### src/rtl/regfile_8x24_pkg.sv
// Shared definitions for the 8x24 register file: default geometry and FSM states.
// Imported by regfile_8x24 and regfile_read_mux.
package regfile_8x24_pkg;

    localparam int WIDTH_DEF = 24;
    localparam int DEPTH_DEF = 8;
    localparam int ADDR_W    = 3;

    typedef enum logic {
        IDLE  = 1'b0,
        CLEAR = 1'b1
    } state_t;

endpackage : regfile_8x24_pkg

### src/rtl/regfile_read_mux.sv
// Combinational DEPTH:1 selector, WIDTH bits wide.
// Instantiated once for each read port of regfile_8x24.
module regfile_read_mux
    import regfile_8x24_pkg::*;
#(
    parameter int WIDTH = WIDTH_DEF,
    parameter int DEPTH = DEPTH_DEF
) (
    input  logic [DEPTH-1:0][WIDTH-1:0] entries,
    input  logic [ADDR_W-1:0]           sel,
    output logic [WIDTH-1:0]            data
);

    assign data = entries[sel];

endmodule : regfile_read_mux

### src/rtl/regfile_8x24.sv
// 8x24 register file: two combinational read ports, one write port, r0 hardwired to zero,
// and a sequential clear FSM. Define REGFILE_BYPASS_EN to forward same-cycle writes to reads.
module regfile_8x24
    import regfile_8x24_pkg::*;
#(
    parameter int WIDTH = WIDTH_DEF,
    parameter int DEPTH = DEPTH_DEF
) (
    input  logic              Clock,
    input  logic              ResetN,
    input  logic              RegWrite,
    input  logic [ADDR_W-1:0] WriteAddr,
    input  logic [WIDTH-1:0]  WriteData,
    input  logic [ADDR_W-1:0] ReadAddr1,
    input  logic [ADDR_W-1:0] ReadAddr2,
    output logic [WIDTH-1:0]  ReadData1,
    output logic [WIDTH-1:0]  ReadData2,
    input  logic              ClearStart,
    output logic              Busy
);

    // Only r1..r(DEPTH-1) are real storage; r0 is a constant zero at the mux input.
    logic [WIDTH-1:0]              regs [1:DEPTH-1];
    logic [DEPTH-1:0][WIDTH-1:0]   rd_vec;
    logic [WIDTH-1:0]              mux1_data;
    logic [WIDTH-1:0]              mux2_data;

    state_t            state;
    state_t            next_state;
    logic [ADDR_W-1:0] cnt;
    logic [ADDR_W-1:0] next_cnt;
    logic              wr_en;

    assign wr_en = RegWrite && (state == IDLE) && (WriteAddr != '0);
    assign Busy  = (state == CLEAR);

    always_comb begin
        // NOTE: every output gets a default first so no path leaves it unassigned (no latch).
        next_state = state;
        next_cnt   = cnt;
        case (state)
            IDLE: begin
                if (ClearStart) begin
                    next_state = CLEAR;
                    next_cnt   = ADDR_W'(1);
                end
            end
            CLEAR: begin
                next_cnt = cnt + 1'b1;
                if (cnt == ADDR_W'(DEPTH - 1)) begin
                    next_state = IDLE;
                end
            end
            default: next_state = IDLE;
        endcase
    end

    always_ff @(posedge Clock or negedge ResetN) begin
        // NOTE: non-blocking assignments keep every register sampling pre-edge values.
        if (!ResetN) begin
            state <= IDLE;
            cnt   <= '0;
        end else begin
            state <= next_state;
            cnt   <= next_cnt;
        end
    end

    always_ff @(posedge Clock or negedge ResetN) begin
        // NOTE: this array is reset on purpose, since reset must zero every register,
        // which rules out an inferred RAM macro.
        if (!ResetN) begin
            for (int i = 1; i < DEPTH; i++) begin
                regs[i] <= '0;
            end
        end else if (state == CLEAR) begin
            regs[cnt] <= '0;
        end else if (wr_en) begin
            regs[WriteAddr] <= WriteData;
        end
    end

    always_comb begin
        rd_vec[0] = '0;
        for (int i = 1; i < DEPTH; i++) begin
            rd_vec[i] = regs[i];
        end
    end

    regfile_read_mux #(.WIDTH(WIDTH), .DEPTH(DEPTH)) u_rd_mux1 (
        .entries (rd_vec),
        .sel     (ReadAddr1),
        .data    (mux1_data)
    );

    regfile_read_mux #(.WIDTH(WIDTH), .DEPTH(DEPTH)) u_rd_mux2 (
        .entries (rd_vec),
        .sel     (ReadAddr2),
        .data    (mux2_data)
    );

`ifdef REGFILE_BYPASS_EN
    // wr_en already excludes r0 and Busy, so r0 can never be forwarded.
    assign ReadData1 = (wr_en && (ReadAddr1 == WriteAddr)) ? WriteData : mux1_data;
    assign ReadData2 = (wr_en && (ReadAddr2 == WriteAddr)) ? WriteData : mux2_data;
`else
    assign ReadData1 = mux1_data;
    assign ReadData2 = mux2_data;
`endif

endmodule : regfile_8x24

### config.mk
export PLATFORM = sky130hd
export DESIGN_NAME = regfile_8x24
export DESIGN_NICKNAME = d
export VERILOG_FILES = /design/src/rtl/regfile_8x24_pkg.sv /design/src/rtl/regfile_read_mux.sv /design/src/rtl/regfile_8x24.sv
export SDC_FILE = /design/constraint.sdc
export NUM_CORES = 1
export LEC_CHECK = 0
export CAP_MARGIN = 15
export CELL_PAD_IN_SITES_DETAIL_PLACEMENT = 0
export CELL_PAD_IN_SITES_GLOBAL_PLACEMENT = 1
export CORE_MARGIN = 2
export CORE_UTILIZATION = 50
export CTS_CLUSTER_SIZE = 8
export DETAILED_ROUTE_END_ITERATION = 8
export HOLD_SLACK_MARGIN = 0.15
export PLACE_DENSITY_LB_ADDON = 0.1
export REMOVE_ABC_BUFFERS = 1
export SYNTH_ARGS = -nofsm -noshare
export SYNTH_HDL_FRONTEND = slang
export SYNTH_SLANG_ARGS = --single-unit
### constraint.sdc
create_clock -name Clock -period 2 [get_ports Clock]
set_input_delay 0.2 -clock Clock [delete_from_list [all_inputs] [get_ports Clock]]
set_output_delay 0.2 -clock Clock [all_outputs]
set_load 0.005 [all_outputs]
==> impl_summary.log, run 1 <==
INFO  metric syn_to_final_growth = 27.60%
INFO  metric drt_pass1_iterations = 5
INFO  metric groute.layer.met2.usage = about half
INFO  metric yosys_warnings = 0
INFO  metric met3_track_demand_over_resource = 5.197%
INFO  metric combinationalPowerShare = 34.7%
INFO  metric detail_route.drc_violations = 0
INFO  metric synth_top_family_by_area = compound AO/OA/AOI/OAI gates
INFO  metric routed_wl = roughly 30,000 um
INFO  metric final_cells = between 1,000 and 1,500
INFO  metric cts.clk_slew.worst_paths = roughly 70 ps
INFO  metric drv.max_cap_violation_count = 0
INFO  metric synth.cell_area = 9512 sq um
INFO  metric synth_async_sr_flop_share = 100.0%
INFO  metric worstReg2RegStart = Busy
INFO  metric cts-root-buf = sky130_fd_sc_hd__clkbuf_16
INFO  metric multi_input_logic_area = ~5100 sq um
INFO  metric netlist-cell-type-count = 41
INFO  metric critical_path_class = reg2out
INFO  metric status = finished, final reports clean
INFO  metric place.detailed.instances = ~1,100
INFO  metric worstSetupStartpointType = flip-flop
INFO  metric dieHeight = between 100 and 150 um
INFO  metric cts_num_sinks = 172
INFO  metric ff2ff_path_depth = 4
INFO  metric critPathMaxStageDelay = 400 ps
INFO  metric clk_latency = between 400 and 500 ps
INFO  metric number_of_global_route_vias_before_repair = around 8,300
INFO  metric static-leakage-power = between 5 and 6 nW
INFO  metric required = about 1800 ps
INFO  metric syn-mean-instance-area = between 10 and 15 sq um
INFO  metric grt_most_used_layer = met2
INFO  metric yosysSeqAreaShare = between 40% and 50%
INFO  metric synth_compound_gate_area_share = between 20% and 30%
INFO  metric pwr-share-clk = 23.9%
INFO  metric yosysMostFrequentCell = sky130_fd_sc_hd__dfrtp_1
INFO  metric depth_of_the_cts_h_tree = 4
INFO  metric hp-class = in2async
INFO  metric power.share.switching = a little over a third
INFO  metric slew-limit-headroom = 32.05%
INFO  metric final.setup_skew = a little over 7 ps
INFO  metric antenna_found_initial = 0
INFO  metric yosys.area_share.simple = around 3.7%
INFO  metric detail_route.wl_per_cell = 27.04 um
INFO  metric start_util = about half
INFO  metric final_min_period_over_clock_period = a little over nine tenths
INFO  metric crit_path_cell_trace = mux2_2 -> a221oi_4 -> a221oi_1 -> dlygate4sd2_1
INFO  metric antennaDiodeCount = 0
INFO  metric via_count = between 7,000 and 8,000
INFO  metric worst-endpoint-arrival = around 1800 ps
INFO  metric globalRouteTotalUtil = 30.24%
INFO  metric dpl.hpwl = approximately 18,000 um
INFO  metric ys_seq_elements = ~170
INFO  metric area.sequential = 4304 sq um
INFO  metric layout-drive-gt1-share = 28.36%
INFO  metric p_switching = 5.149 mW
INFO  metric netlist.top_cell.by_area = sky130_fd_sc_hd__dfrtp_1
INFO  metric synth-edff-count = 0
INFO  metric detailedRoute.firstIterationViolations = 822
INFO  metric final_max_slew_viol_count = 0
INFO  metric intPower = about 9.5 mW
INFO  metric worst_setup_path_startpoint = rd_vec[93]
INFO  metric cellPowerDensity = around 1200 nW/um^2
INFO  metric die_w = ~140 um
INFO  metric worst_setup_path_end_kind = output pin
INFO  metric slowest_stage = sky130_fd_sc_hd__dfrtp_1
INFO  metric core = approximately 19,000 sq um
INFO  metric max-vdd-ir-drop = 0.6585 mV
INFO  metric finalWorstPathRequiredPeriod = ~2000 ps
INFO  metric clk_path_buf_depth = 2
INFO  metric ioPinCount = 86
INFO  metric regToRegEndpoint = rd_vec[151]
INFO  metric port-buffer-count = 85
INFO  metric ant_nets = 0
INFO  metric grt_max_degree = 72
INFO  metric critical-path-top-delay-family = flip-flops
INFO  metric grt_first_pass_wirelength = ~47,000 um
INFO  metric reg2reg_slack = around 100 ps
INFO  metric power.sequential.fraction = between 40 and 50%
INFO  metric met1_usage = between 30% and 40%
INFO  metric synthTopCellsByCount = sky130_fd_sc_hd__dfrtp_1 (172), sky130_fd_sc_hd__a32o_1 (142), sky130_fd_sc_hd__mux2i_1 (121)
INFO  metric globalRoute.totalOverflow = 0
INFO  metric post_synth_fa_ha_maj_area_fraction = less than 1%
INFO  metric core.rowCount = 50
INFO  metric synthFlopType = sky130_fd_sc_hd__dfrtp_1
INFO  metric gpl.final_weighted_congestion = about 0.8
INFO  metric timing.critical_path.buf_inv = 1
INFO  metric cts_inserted_buffers = 17
INFO  metric synthMuxAreaShare = 18.42%
INFO  metric tightestPinTransition = roughly 1000 ps
INFO  metric layout.nets = ~900
INFO  metric finalHoldViolations = 0
INFO  metric route.detailed.vias_per_inst = 7.051
INFO  metric worstPathMaxFanout = 3
INFO  metric die_area = between 20,000 and 25,000 sq um
INFO  metric setup_viol_count_final = 0
INFO  metric synthesis.instances = a little under 800
INFO  metric synth-xor-area-share = 0%
INFO  metric finalPower = ~15 mW
INFO  metric maxClockFrequency = 510.8 MHz
INFO  metric fillCellCount = approximately 1,400
INFO  metric synthDominantCellAreaShare = a little under half
INFO  metric cts_tree = done
INFO  metric synth.top_cells.by_area = sky130_fd_sc_hd__dfrtp_1 (45%), sky130_fd_sc_hd__a32o_1 (15%), sky130_fd_sc_hd__mux2i_1 (13%)
-- how the worst max path moves through the flow --
stage	slack, ps	cells past startpoint	endpoint
3_5_place_dp	-450	6	ReadData1[1]
5_1_grt	-60	4	ReadData1[7]
6_report	40	4	ReadData2[21]
4_1_cts	-50	5	ReadData1[23]
3_3_place_gp	-430	6	ReadData1[1]
2_1_floorplan	-1410	2	rd_vec[120]
-- through the flow --
stage	hold slack (ps)	utilization [%]	instance area (sq um)	setup TNS, ps	setup slack [ps]
finish	308.1	64.88	12140	0	42.24
global route	358.2	64.88	12140	-99.73	-62.47
CTS	328.4	63.31	11840	-94.71	-51.31
detailed placement	213.9	58.11	10870	-31280	-446.0
global placement	214.3	58.11	10870	-26070	-431.0
floorplan	-95.59	-	8922	-133930	-1410
-- state kept, by name, summed over array words and instances (netlist names) --
register	flops
cnt	3
rd_vec	168
Busy	1
-- layout by cell type, fill, tap and decap left out, types with 12 or more instances in the layout --
cell,synthesis,final
sky130_fd_sc_hd__a221oi_4,0,12
sky130_fd_sc_hd__a32o_1,142,142
sky130_fd_sc_hd__mux2_2,48,43
sky130_fd_sc_hd__clkdlybuf4s50_1,0,32
sky130_fd_sc_hd__a221oi_1,94,29
sky130_fd_sc_hd__inv_1,26,26
sky130_fd_sc_hd__dfrtp_1,172,172
sky130_fd_sc_hd__buf_12,0,21
sky130_fd_sc_hd__a221oi_2,0,53
sky130_fd_sc_hd__clkbuf_16,0,17
sky130_fd_sc_hd__buf_4,18,54
sky130_fd_sc_hd__mux2i_1,121,121
sky130_fd_sc_hd__nand2_1,28,28
sky130_fd_sc_hd__dlygate4sd2_1,0,42
-- power by group through the flow --
stage | Clock [mW] | Sequential (mW) | Combinational (mW)
4_1_cts | 3.56 | 5.97 | 4.84
6_report | 3.51 | 6.08 | 5.09
3_5_place_dp | 0 | 5.97 | 4.75
3_3_place_gp | 0 | 5.83 | 4.58
5_1_grt | 3.70 | 6.25 | 5.48
2_1_floorplan | 0 | 5.68 | 2.86
-- layer usage --
layer | wire, um | share of wire [%]
met5 | 0 | 0
met4 | 609 | 2.0
met3 | 1909 | 6.3
met2 | 15170 | 50
met1 | 12380 | 41
-- kinds of logic after synthesis --
family	after synthesis
buffers and inverters	121
multiplexers	169
adder cells (fa/ha/maj)	2
flip-flops	172
AO/OA/AOI/OAI	252
AND/OR/NAND/NOR	59
-- repair_timing --
item                                    CTS  global route
endpoints found under the hold margin    55             0
buffers inserted                          3             2
pin swaps                                 6            10
gates cloned                              1             1
gates resized for setup                 107            48
hold buffers                              1             0
endpoints found under the setup margin   48            52
-- layout make-up --
class,instances,share of cell area [%]
clock buffer,22,3.742
clock inverter,10,1.351
inverter,27,0.8351
multi-input combinational,483,42.33
sequential,172,35.46
tap,234,2.412
timing repair buffer,164,13.87
(Power assumes the default switching activity.)
==> inputs of run 2 (changes only) <==
- CTS_CLUSTER_DIAMETER: default -> 80
- clock period: 2 -> 2.5 ns (I/O delays scaled with it)
==> run 2 against run 1 <==
  * Highest routed layer unchanged
  * Critical path depth up 2
  * Non-clock buffer count shrank 27
  * Total power decreased by 24%
  * Critical endpoint is now ReadData1[21]
  * Core utilization is 4.3 points lower
  * Combinational power fell by 25%
  * Design area shrank 6.6%
==> impl_summary.log, run 2 (same netlist as run 1, synthesis figures left out) <==
INFO  metric most_common_cell_after_layout_fill_and_taps_aside = sky130_fd_sc_hd__dfrtp_1 (unchanged)
INFO  metric layout-drive-gt1-share = 19.29% (was 28.36%)
INFO  metric layout.nets = 876 (was 904)
INFO  metric antenna_found_initial = 0 (unchanged)
INFO  metric tightestPinTransition = 1071 ps (was 1017 ps)
INFO  metric ff2ff_path_depth = 4 (unchanged)
INFO  metric worst_setup_path_startpoint = ReadAddr1[0] (was rd_vec[93])
INFO  metric static-leakage-power = 5.096 nW (was 5.597 nW)
INFO  metric worstReg2RegStart = Busy (unchanged)
INFO  metric route.detailed.vias_per_inst = 7.149 (was 7.051)
INFO  metric drt_pass1_iterations = 5 (unchanged)
INFO  metric slew-limit-headroom = 28.62% (was 32.05%)
INFO  metric reg2reg_slack = 350 ps (was 100 ps)
INFO  metric antennaDiodeCount = 0 (unchanged)
INFO  metric post_cts_buffers = 0 (was 3)
INFO  metric core.rowCount = 50 (unchanged)
INFO  metric area.sequential = 4304 sq um (unchanged)
INFO  metric routed_wl = 29,080 um (was 30,070 um)
INFO  metric finalPower = 11.19 mW (was 14.68 mW)
INFO  metric critical_path_class = in2out (was reg2out)
INFO  metric port-buffer-count = 85 (unchanged)
INFO  metric drv.max_cap_violation_count = 0 (unchanged)
INFO  metric core = 18,710 sq um (unchanged)
INFO  metric cts_num_sinks = 172 (unchanged)
INFO  metric cts_tree = done (unchanged)
INFO  metric required = 2250 ps (was 1800 ps)
INFO  metric status = finished, final reports clean (unchanged)
INFO  metric gpl.final_weighted_congestion = 0.7804 (was 0.7984)
INFO  metric depth_of_the_cts_h_tree = 4 (unchanged)
INFO  metric p_switching = 3.893 mW (was 5.149 mW)
INFO  metric syn_to_final_growth = 19.21% (was 27.60%)
INFO  metric grt_first_pass_wirelength = 46,220 um (was 46,750 um)
INFO  metric combinationalPowerShare = 34.2% (was 34.7%)
INFO  metric final_min_period_over_clock_period = between 90 and 100%
INFO  metric final_cells = 1,084 (was 1,112)
INFO  metric power.sequential.fraction = 42.8% (was 41.4%)
INFO  metric finalWorstPathRequiredPeriod = roughly 2500 ps
INFO  metric worstSetupStartpointType = primary input (was flip-flop)
INFO  metric cts_inserted_buffers = 17 (unchanged)
INFO  metric worstPathMaxFanout = 11 (was 3)
INFO  metric via_count = 7,749 (was 7,841)
INFO  metric clk_latency = 440 ps (was 430 ps)
INFO  metric crit_path_cell_trace = clkdlybuf4s50_1 -> buf_4 -> nor2b_2 -> buf_4 -> a221oi_1 -> clkdlybuf4s50_1 (was mux2_2 -> a221oi_4 -> a221oi_1 -> dlygate4sd2_1)
INFO  metric power.share.switching = 34.78% (was 35.08%)
INFO  metric maxClockFrequency = ~410 MHz
INFO  metric die_w = 141.9 um (unchanged)
INFO  metric worst_setup_path_end_kind = output pin (unchanged)
INFO  metric place.detailed.instances = 1,051 (was 1,072)
INFO  metric pwr-share-clk = 23.0% (was 23.9%)
INFO  metric globalRouteTotalUtil = 29.67% (was 30.24%)
INFO  metric critPathMaxStageDelay = 560 ps (was 400 ps)
INFO  metric cts-root-buf = sky130_fd_sc_hd__clkbuf_16 (unchanged)
INFO  metric multi_input_logic_area = 4608 sq um (was 5137 sq um)
INFO  metric cts.clk_slew.worst_paths = 70 ps (about the same)
INFO  metric ioPinCount = 86 (unchanged)
INFO  metric globalRoute.totalOverflow = 0 (unchanged)
INFO  metric setup_viol_count_final = 0 (unchanged)
INFO  metric detail_route.drc_violations = 0 (unchanged)
INFO  metric dieHeight = 141.9 um (unchanged)
INFO  metric finalHoldViolations = 0 (unchanged)
INFO  metric hold-worst-slack = 355.6 ps (was 308.1 ps)
INFO  metric hp-class = in2async (unchanged)
INFO  metric grt_max_degree = 72 (unchanged)
INFO  metric final_max_slew_viol_count = 0 (unchanged)
INFO  metric cellPowerDensity = 987.2 nW/um^2 (was 1210 nW/um^2)
INFO  metric clk_path_buf_depth = 2 (unchanged)
INFO  metric worst-endpoint-arrival = 2220 ps (was 1760 ps)
INFO  metric fillCellCount = 1,502 (was 1,424)
INFO  metric largest_register_ff_count = 168 (unchanged)
INFO  metric detailedRoute.firstIterationViolations = 786 (was 822)
INFO  metric dp_worst_setup_slack = -3.365 ps (was -446.0 ps)
INFO  metric rsz0062_at_grt = yes
INFO  metric max-vdd-ir-drop = 0.5298 mV (was 0.6585 mV)
INFO  metric dpl.hpwl = 17,810 um (was 17,760 um)
INFO  metric ant_nets = 0 (unchanged)
INFO  metric number_of_global_route_vias_before_repair = 8,286 (was 8,256)
INFO  metric regToRegEndpoint = rd_vec[99] (was rd_vec[151])
INFO  metric die_area = 20,140 sq um (unchanged)
INFO  metric intPower = 7.300 mW (was 9.531 mW)
INFO  metric detail_route.wl_per_cell = 26.83 um (was 27.04 um)
INFO  metric final.setup_skew = 6.623 ps (was 7.095 ps)
INFO  metric slowest_stage = sky130_fd_sc_hd__clkdlybuf4s50_1 (was sky130_fd_sc_hd__dfrtp_1)
INFO  metric postLayoutSetupSlackWorst = 32.68 ps (was 42.24 ps)
INFO  metric final_cell_mix = sky130_fd_sc_hd__dfrtp_1 (172), sky130_fd_sc_hd__a32o_1 (142), sky130_fd_sc_hd__mux2i_1 (121) (unchanged)
INFO  metric start_util = 50.85% (unchanged)
[run 2: cell count changes in the layout (fill, tap and decap cells not counted), sizes merged, moves of 2 or more]
cell | previous run | this run
clkdlybuf4s15 | 6 | 0
buf | 80 | 54
dlymetal6s2s | 0 | 2
bufinv | 4 | 1
clkbuf | 24 | 20
dlygate4sd2 | 42 | 0
clkdlybuf4s50 | 32 | 80
clkinvlp | 1 | 4
[run 2: power by group through the flow]
stage	Sequential, mW	Combinational [mW]	Clock [mW]
6_report	4.79	3.83	2.57
5_1_grt	4.92	4.12	2.74
2_1_floorplan	4.54	2.29	0
3_5_place_dp	4.79	3.76	0
3_3_place_gp	4.67	3.64	0
4_1_cts	4.75	3.78	2.62
[run 2: worst max-delay path by stage]
| stage | end | slack, ps |
|---|---|---|
| final | ReadData1[21] | 30 |
| after global routing | ReadData1[22] | -20 |
| after CTS | ReadData2[12] | 8 |
| after detailed placement | ReadData2[12] | -3 |
| after global placement | ReadData1[10] | 4 |
| after floorplan | rd_vec[120] | -910 |
[run 2: cell type report]
| type | count | area share (%) |
|---|---|---|
| inverter | 27 | 0.8938 |
| timing repair buffer | 137 | 12.89 |
| multi-input combinational | 482 | 40.64 |
| clock inverter | 12 | 1.004 |
| sequential | 172 | 37.96 |
| clock buffer | 20 | 4.028 |
| tap | 234 | 2.582 |
[run 2: what timing repair did]
item	4_1_cts	5_1_grt
endpoints found under the hold margin	56	0
hold buffers	1	0
gates resized for setup	3	10
endpoints found under the setup margin	2	18
[run 2: worst max-delay path, delay by kind of cell]
family,cells,cell delay [ps]
compound gates,1,340
buf+inv,4,1510
simple gates,1,90
[run 2: per-stage QoR]
step	util, %	cell area [sq um]	setup TNS [ps]
final	60.62	11340	0
after global routing	60.62	11340	-70.48
after CTS	60.32	11280	0
after detailed placement	57.14	10690	-3.365
after global placement	57.14	10690	0
after floorplan	-	8922	-73450
[run 2: routing by layer]
layer,part of all wire (%),vias up,track usage [%]
li1,-,3298,-
met1,42,4080,38.32
met2,50,320,50.77
met3,5.7,51,5.062
met4,1.6,0,10.21
met5,0,-,0
